**config.mk**
```make
export PLATFORM = sky130hd
export DESIGN_NAME = sc_level_scheduler
export DESIGN_NICKNAME = d
export VERILOG_FILES = /design/src/rtl/sc_levelsched_pkg.sv /design/src/rtl/sc_levelsched_timer.sv /design/src/rtl/sc_level_scheduler.sv
export SDC_FILE = /design/constraint.sdc
export NUM_CORES = 1
export LEC_CHECK = 0
export BUFFER_PORTS_ARGS = -buffer_cell sky130_fd_sc_hd__buf_4
export CORE_MARGIN = 2
export CORE_UTILIZATION = 60
export DETAILED_ROUTE_END_ITERATION = 10
export GPL_TIMING_DRIVEN = 0
export PLACE_DENSITY = 0.8
export REMOVE_ABC_BUFFERS = 1
export SYNTH_ARGS = -nofsm -noshare
export SYNTH_HDL_FRONTEND = slang
export SYNTH_SLANG_ARGS = --single-unit
```
**constraint.sdc**
```tcl
create_clock -name SC_LEVELSCHED_CLOCK_50 -period 2.91 [get_ports SC_LEVELSCHED_CLOCK_50]
set_input_delay 0.4365 -clock SC_LEVELSCHED_CLOCK_50 [delete_from_list [all_inputs] [get_ports SC_LEVELSCHED_CLOCK_50]]
set_output_delay 0.4365 -clock SC_LEVELSCHED_CLOCK_50 [all_outputs]
set_load 0.03 [all_outputs]
```
**src/rtl/sc_levelsched_pkg.sv**
```systemverilog
// Shared state encoding, default periods and tier thresholds for the level scheduler.
package sc_levelsched_pkg;

   typedef enum logic [1:0] {
      ST_IDLE     = 2'd0,
      ST_RUN      = 2'd1,
      ST_PAUSE    = 2'd2,
      ST_GAMEOVER = 2'd3
   } state_t;

   localparam int unsigned TIER_W = 2;

   localparam int unsigned DEF_PERIOD_T0       = 17500000;
   localparam int unsigned DEF_PERIOD_T1       = 15000000;
   localparam int unsigned DEF_PERIOD_T2       = 12500000;
   localparam int unsigned DEF_PERIOD_T3       = 10000000;
   localparam int unsigned DEF_TIER1_LEVEL     = 11;
   localparam int unsigned DEF_TIER2_LEVEL     = 33;
   localparam int unsigned DEF_TIER3_LEVEL     = 60;
   localparam int unsigned DEF_LOADS_PER_LEVEL = 16;
   localparam int unsigned DEF_LEVEL_MAX       = 99;

endpackage

```
**src/rtl/sc_levelsched_timer.sv**
```systemverilog
// Reloadable down-counter; o_tick is high while the count sits at zero.
module sc_levelsched_timer #(
   parameter int unsigned       WIDTH     = 25,
   parameter logic [WIDTH-1:0]  RESET_VAL = '0
) (
   input  logic             i_clk,
   input  logic             i_rst,
   input  logic             i_en,
   input  logic             i_load,
   input  logic [WIDTH-1:0] i_load_val,
   output logic             o_tick
);

   logic [WIDTH-1:0] r_count;

   always_ff @(posedge i_clk) begin
      if (i_rst)
         r_count <= RESET_VAL;
      else if (i_load)
         r_count <= i_load_val;
      else if (i_en)
         r_count <= r_count - 1'b1;
   end

   assign o_tick = (r_count == '0);

endmodule

```
**src/rtl/sc_level_scheduler.sv**
```systemverilog
// Road Fighter game-progress FSM: LOAD strobe pacing, level counting and speed tier.
// Optional pause support is built when SC_LEVELSCHED_PAUSE_EN is defined.
module sc_level_scheduler
   import sc_levelsched_pkg::*;
#(
   parameter int unsigned TIMER_WIDTH     = 25,
   parameter int unsigned LEVEL_WIDTH     = 8,
   parameter int unsigned PERIOD_T0       = DEF_PERIOD_T0,
   parameter int unsigned PERIOD_T1       = DEF_PERIOD_T1,
   parameter int unsigned PERIOD_T2       = DEF_PERIOD_T2,
   parameter int unsigned PERIOD_T3       = DEF_PERIOD_T3,
   parameter int unsigned TIER1_LEVEL     = DEF_TIER1_LEVEL,
   parameter int unsigned TIER2_LEVEL     = DEF_TIER2_LEVEL,
   parameter int unsigned TIER3_LEVEL     = DEF_TIER3_LEVEL,
   parameter int unsigned LOADS_PER_LEVEL = DEF_LOADS_PER_LEVEL,
   parameter int unsigned LEVEL_MAX       = DEF_LEVEL_MAX
) (
   input  logic                   SC_LEVELSCHED_CLOCK_50,
   input  logic                   SC_LEVELSCHED_RESET_InHigh,
   input  logic                   SC_LEVELSCHED_START_InLow,
   input  logic                   SC_LEVELSCHED_COLLISION_InHigh,
   output logic                   SC_LEVELSCHED_LOAD_OutHigh,
   output logic                   SC_LEVELSCHED_CLEAR_OutHigh,
   output logic [LEVEL_WIDTH-1:0] SC_LEVELSCHED_LEVEL_Out,
   output logic [TIER_W-1:0]      SC_LEVELSCHED_TIER_Out,
   output logic [1:0]             SC_LEVELSCHED_STATE_Out,
   output logic                   SC_LEVELSCHED_GAMEOVER_OutHigh
);

   localparam int unsigned CNT_W = (LOADS_PER_LEVEL > 1) ? $clog2(LOADS_PER_LEVEL) : 1;

   state_t                 r_state, w_state_next;
   logic                   r_start_d, w_start_ev;
   logic                   r_load, r_clear, r_gameover;
   logic [LEVEL_WIDTH-1:0] r_level;
   logic [CNT_W-1:0]       r_lcnt;
   logic [TIER_W-1:0]      w_tier;
   logic [TIMER_WIDTH-1:0] w_reload_val;
   logic                   w_tick, w_timer_en, w_timer_load, w_load_fire, w_clear_fire;

   assign w_start_ev = r_start_d & ~SC_LEVELSCHED_START_InLow;

   always_comb begin
      if (r_level < LEVEL_WIDTH'(TIER1_LEVEL))
         w_tier = 2'd0;
      else if (r_level < LEVEL_WIDTH'(TIER2_LEVEL))
         w_tier = 2'd1;
      else if (r_level < LEVEL_WIDTH'(TIER3_LEVEL))
         w_tier = 2'd2;
      else
         w_tier = 2'd3;
   end

   always_ff @(posedge SC_LEVELSCHED_CLOCK_50) begin
      if (SC_LEVELSCHED_RESET_InHigh)
         r_state <= ST_IDLE;
      else
         r_state <= w_state_next;
   end

   // Collision is checked before expiry so a simultaneous hit suppresses the LOAD and reload.
   always_comb begin
      w_state_next = r_state;
      w_timer_en   = 1'b0;
      w_timer_load = 1'b0;
      w_load_fire  = 1'b0;
      w_clear_fire = 1'b0;
      case (w_tier)
         2'd0:    w_reload_val = TIMER_WIDTH'(PERIOD_T0 - 1);
         2'd1:    w_reload_val = TIMER_WIDTH'(PERIOD_T1 - 1);
         2'd2:    w_reload_val = TIMER_WIDTH'(PERIOD_T2 - 1);
         default: w_reload_val = TIMER_WIDTH'(PERIOD_T3 - 1);
      endcase
      case (r_state)
         ST_IDLE: begin
            if (w_start_ev) begin
               w_state_next = ST_RUN;
               w_timer_load = 1'b1;
               w_reload_val = TIMER_WIDTH'(PERIOD_T0 - 1);
               w_clear_fire = 1'b1;
            end
         end
         ST_RUN: begin
            if (SC_LEVELSCHED_COLLISION_InHigh)
               w_state_next = ST_GAMEOVER;
`ifdef SC_LEVELSCHED_PAUSE_EN
            else if (w_start_ev)
               w_state_next = ST_PAUSE;
`endif
            else if (w_tick) begin
               w_load_fire  = 1'b1;
               w_timer_load = 1'b1;
            end else
               w_timer_en = 1'b1;
         end
`ifdef SC_LEVELSCHED_PAUSE_EN
         ST_PAUSE: begin
            if (w_start_ev)
               w_state_next = ST_RUN;
         end
`endif
         ST_GAMEOVER: begin
            if (w_start_ev)
               w_state_next = ST_IDLE;
         end
         default: w_state_next = ST_IDLE;
      endcase
   end

   always_ff @(posedge SC_LEVELSCHED_CLOCK_50) begin
      if (SC_LEVELSCHED_RESET_InHigh) begin
         r_start_d  <= 1'b1;
         r_load     <= 1'b0;
         r_clear    <= 1'b0;
         r_gameover <= 1'b0;
         r_level    <= '0;
         r_lcnt     <= '0;
      end else begin
         r_start_d  <= SC_LEVELSCHED_START_InLow;
         r_load     <= w_load_fire;
         r_clear    <= w_clear_fire;
         r_gameover <= (w_state_next == ST_GAMEOVER);
         if (w_clear_fire) begin
            r_level <= '0;
            r_lcnt  <= '0;
         end else if (r_load) begin
            if (r_lcnt == CNT_W'(LOADS_PER_LEVEL - 1)) begin
               r_lcnt <= '0;
               if (r_level != LEVEL_WIDTH'(LEVEL_MAX))
                  r_level <= r_level + 1'b1;
            end else
               r_lcnt <= r_lcnt + 1'b1;
         end
      end
   end

   sc_levelsched_timer #(
      .WIDTH     (TIMER_WIDTH),
      .RESET_VAL (TIMER_WIDTH'(PERIOD_T0 - 1))
   ) u_timer (
      .i_clk      (SC_LEVELSCHED_CLOCK_50),
      .i_rst      (SC_LEVELSCHED_RESET_InHigh),
      .i_en       (w_timer_en),
      .i_load     (w_timer_load),
      .i_load_val (w_reload_val),
      .o_tick     (w_tick)
   );

   assign SC_LEVELSCHED_LOAD_OutHigh     = r_load;
   assign SC_LEVELSCHED_CLEAR_OutHigh    = r_clear;
   assign SC_LEVELSCHED_LEVEL_Out        = r_level;
   assign SC_LEVELSCHED_TIER_Out         = w_tier;
   assign SC_LEVELSCHED_STATE_Out        = r_state;
   assign SC_LEVELSCHED_GAMEOVER_OutHigh = r_gameover;

endmodule

```
==> metrics.md <==
| Metric | Value |
|---|---|
| Status | finished clean |
| Max-slew headroom | around a quarter |
| Critical path type | reg2reg |
| Pwr per Cell Area | roughly 390 nW/um^2 |
| Post-CTS Hold Buffers | 0 |
| Synth Warn # | 0 |
| Clock Path Buffers | 2 |
| Max-slew violation total from the final report | 0 |
| Ys flop type | dfxtp_1 |
| Worst path slowest cell | or4_1 |
| Final setup viols | 0 |
| Num rows | 23 |
| R2R depth | 6 |
| Wire per inst | ~16 um |
| HP Class | in2reg |
| Most common cell after layout, fill and taps aside | dfxtp_1 |
| Post-layout min period | about 2.8 ns |
| Core ar. | roughly 4000 sq um |
| H-tree depth | 2 |
| CP max stage delay | 0.78 ns |
| CTS tree | done |
| Mapped Avg Cell Area | 7.91 sq um |
| Worst-path maximum fanout | 17 |
| Synth async-reset ratio | 0% |
| Skew final | between 0.015 and 0.02 ns |
| Chip width | 69.0 um |
| Seq cells post-synth | 43 |
| Crit path cell chain | nor3b_4 -> nand4_2 -> or4_1 -> a31oi_4 -> nor2_1 -> a311oi_1 |
| GRT Util Overall | between 20% and 30% |
| Crit. End Element | flop |
| RePlAce Congestion | 0.910 |
| Full die area | 4760 sq um |
| Hold path depth | 2 |
| Total power draw | 0.00108 W |
| Initial DRC count | 330 |
| Synth Cell Area | ~2500 sq um |
| Nets | about 350 |
| Clock sinks | 43 |
| Worst Max-Slew Pin Slew | between 1 and 1.5 ns |
| CTS buffer count | 5 |
| Seq/Total Area, Yosys | roughly 34% |
| # placed instances | around 380 |
| Largest net degree at the start of global routing | 22 |
| DRC violations left | 0 |
| Detailed Place HPWL | slightly above 4000 um |
| Worst Path Required | between 3 and 4 ns |
| Fin area | 2770 sq um |
| ANT nets after route | 0 |
| Die Ht | between 60 and 70 um |
| Minimum hold slack | 0.333 ns |
| Achievable Freq | ~0.36 GHz |
| Share of post-route cells with drive strength above 1 | 12.9% |
| Cts repair resizes | 0 |
| Total number of vias | roughly 2.4k |
| Finished Layout Cells | 384 |
| Number of buffers added for setup after CTS | 0 |
| Critical path arrival | 2.98 ns |
| PortBufs | 18 |
| Final hold violations | 0 |
| Vias in the first global route | 2063 |
| Post-synth EDFFs | 0 |
| CP startpoint kind | flop |
| Final worst path period share | 94.8% |
| Area post-placement | between 2000 and 3000 sq um |
| Commonest cells after routing, fill and taps aside | dfxtp_1, nand2_1, nor2_1, a21oi_1, buf_4 |
| WL final | around 6000 um |
| Ports | 19 |
| Worst vdd ir | approximately 220 uV |
| Initial Util | between 60% and 70% |
| Ant. Diodes | 0 |
| Netlist cell types | 60 |
| Global route overflow | 0 |
| Area Overhead vs Synth | 9.34% |
| Max cap viols | 0 |
| Post-Synthesis Cells | 320 |
| Clock insertion delay at the later pin of the skew report | approximately 0.31 ns |
| Initial antenna violation count | 0 |
| Clock-pin transition on the worst setup and hold timing paths | ~0.09 ns |
| Vias per cell | around 6.3 |
| P_leak | 0.966 nW |
| RSZ-0062 raised after global routing | no |
| Clk root buf | clkbuf_8 |
| First-pass GRT wire length | 9530 um |
| Pre-antenna DRT Iters | 5 |
-- worst max-delay path, delay by kind of cell, from the launching register on --
kind / cells / cell delay [ns]
AOI/OAI and AO/OA: 2 / 0.46
DFF: 1 / 0.43
and+or+nand+nor: 4 / 1.78
-- layout make-up --
| type | count | area, sq um |
|---|---|---|
| clock buffers | 7 | 76.3 |
| clock inverters | 1 | 5.00 |
| fillers | 347 | 1260 |
| inverters | 12 | 45.0 |
| multi-input cells | 252 | 1570 |
| flip-flops and latches | 43 | 861 |
| well taps | 50 | 62.6 |
| repair buffers | 19 | 146 |
-- path summary, 6_finish.rpt --
kind | endpoint | startpoint | slack [ns]
max | u_timer.r_count[17] | SC_LEVELSCHED_STATE_Out[0] | 0.15
min reg2reg | u_timer.r_count[7] | u_timer.r_count[7] | 0.50
min | r_start_d | SC_LEVELSCHED_START_InLow | 0.33
max reg2reg | u_timer.r_count[17] | SC_LEVELSCHED_STATE_Out[0] | 0.15
-- power by group --
part | internal [W] | switching, W | leakage [nW]
logic | 0.0000292 | 0.0000699 | 0.575
clock network | 0.000169 | 0.000210 | 0.0422
registers | 0.000597 | 0.00000851 | 0.348
-- cell usage after synthesis (5+ instances only) --
cell	instances	area share, %
inv_1	12	1.8
nor3_1	15	3.0
nand4_1	8	2.0
ha_1	10	4.9
xor2_1	5	1.7
clkbuf_1	9	1.3
nor4_1	5	1.2
o22ai_1	6	1.5
o21ai_0	17	3.4
nand2_1	37	5.5
a21oi_1	21	4.2
nor2_1	34	5.0
dfxtp_1	43	34
or3_1	9	2.2
mux2i_1	5	2.0
nand3_1	10	2.0
-- registers in the layout, indices dropped and copies added, names as in the netlist --
register,count
SC_LEVELSCHED_CLEAR_OutHigh,1
SC_LEVELSCHED_LEVEL_Out,8
r_start_d,1
SC_LEVELSCHED_LOAD_OutHigh,1
u_timer.r_count,25
SC_LEVELSCHED_STATE_Out,2
SC_LEVELSCHED_GAMEOVER_OutHigh,1
r_lcnt,4
-- per-stage QoR --
step / TNS [ns] / utilization (%) / worst slack (ns)
detailed placement: 0 / 66.6 / 0.0831
finish: 0 / 68.7 / 0.152
floorplan: 0 / - / 0.334
global placement: -6.59 / 66.1 / -0.585
CTS: 0 / 68.6 / 0.151
global route: 0 / 68.7 / 0.0181
-- cell families (layout without fill, tap and decap cells) --
| group | after synthesis | after routing | synth area share [%] |
|---|---|---|---|
| AOI/OAI and AO/OA | 78 | 78 | 20.3 |
| adders and majority gates | 10 | 10 | 4.94 |
| and+or+nand+nor | 149 | 149 | 30.9 |
| DFF | 43 | 43 | 34.0 |
| buffers and inverters | 25 | 39 | 4.35 |
| muxes | 6 | 6 | 2.42 |
| xor gates and xnor gates | 9 | 9 | 3.11 |
-- routing by layer --
| metal | vias to the layer above | wire length [um] | GRT usage, % |
|---|---|---|---|
| li1 | 1186 | - | - |
| met1 | 1110 | 2790 | 36.6 |
| met2 | 98 | 2570 | 41.7 |
| met3 | 15 | 491 | 6.98 |
| met4 | 0 | 126 | 10.3 |
| met5 | - | 0 | 0 |
No activity file was read; power rests on OpenSTA's default activity.
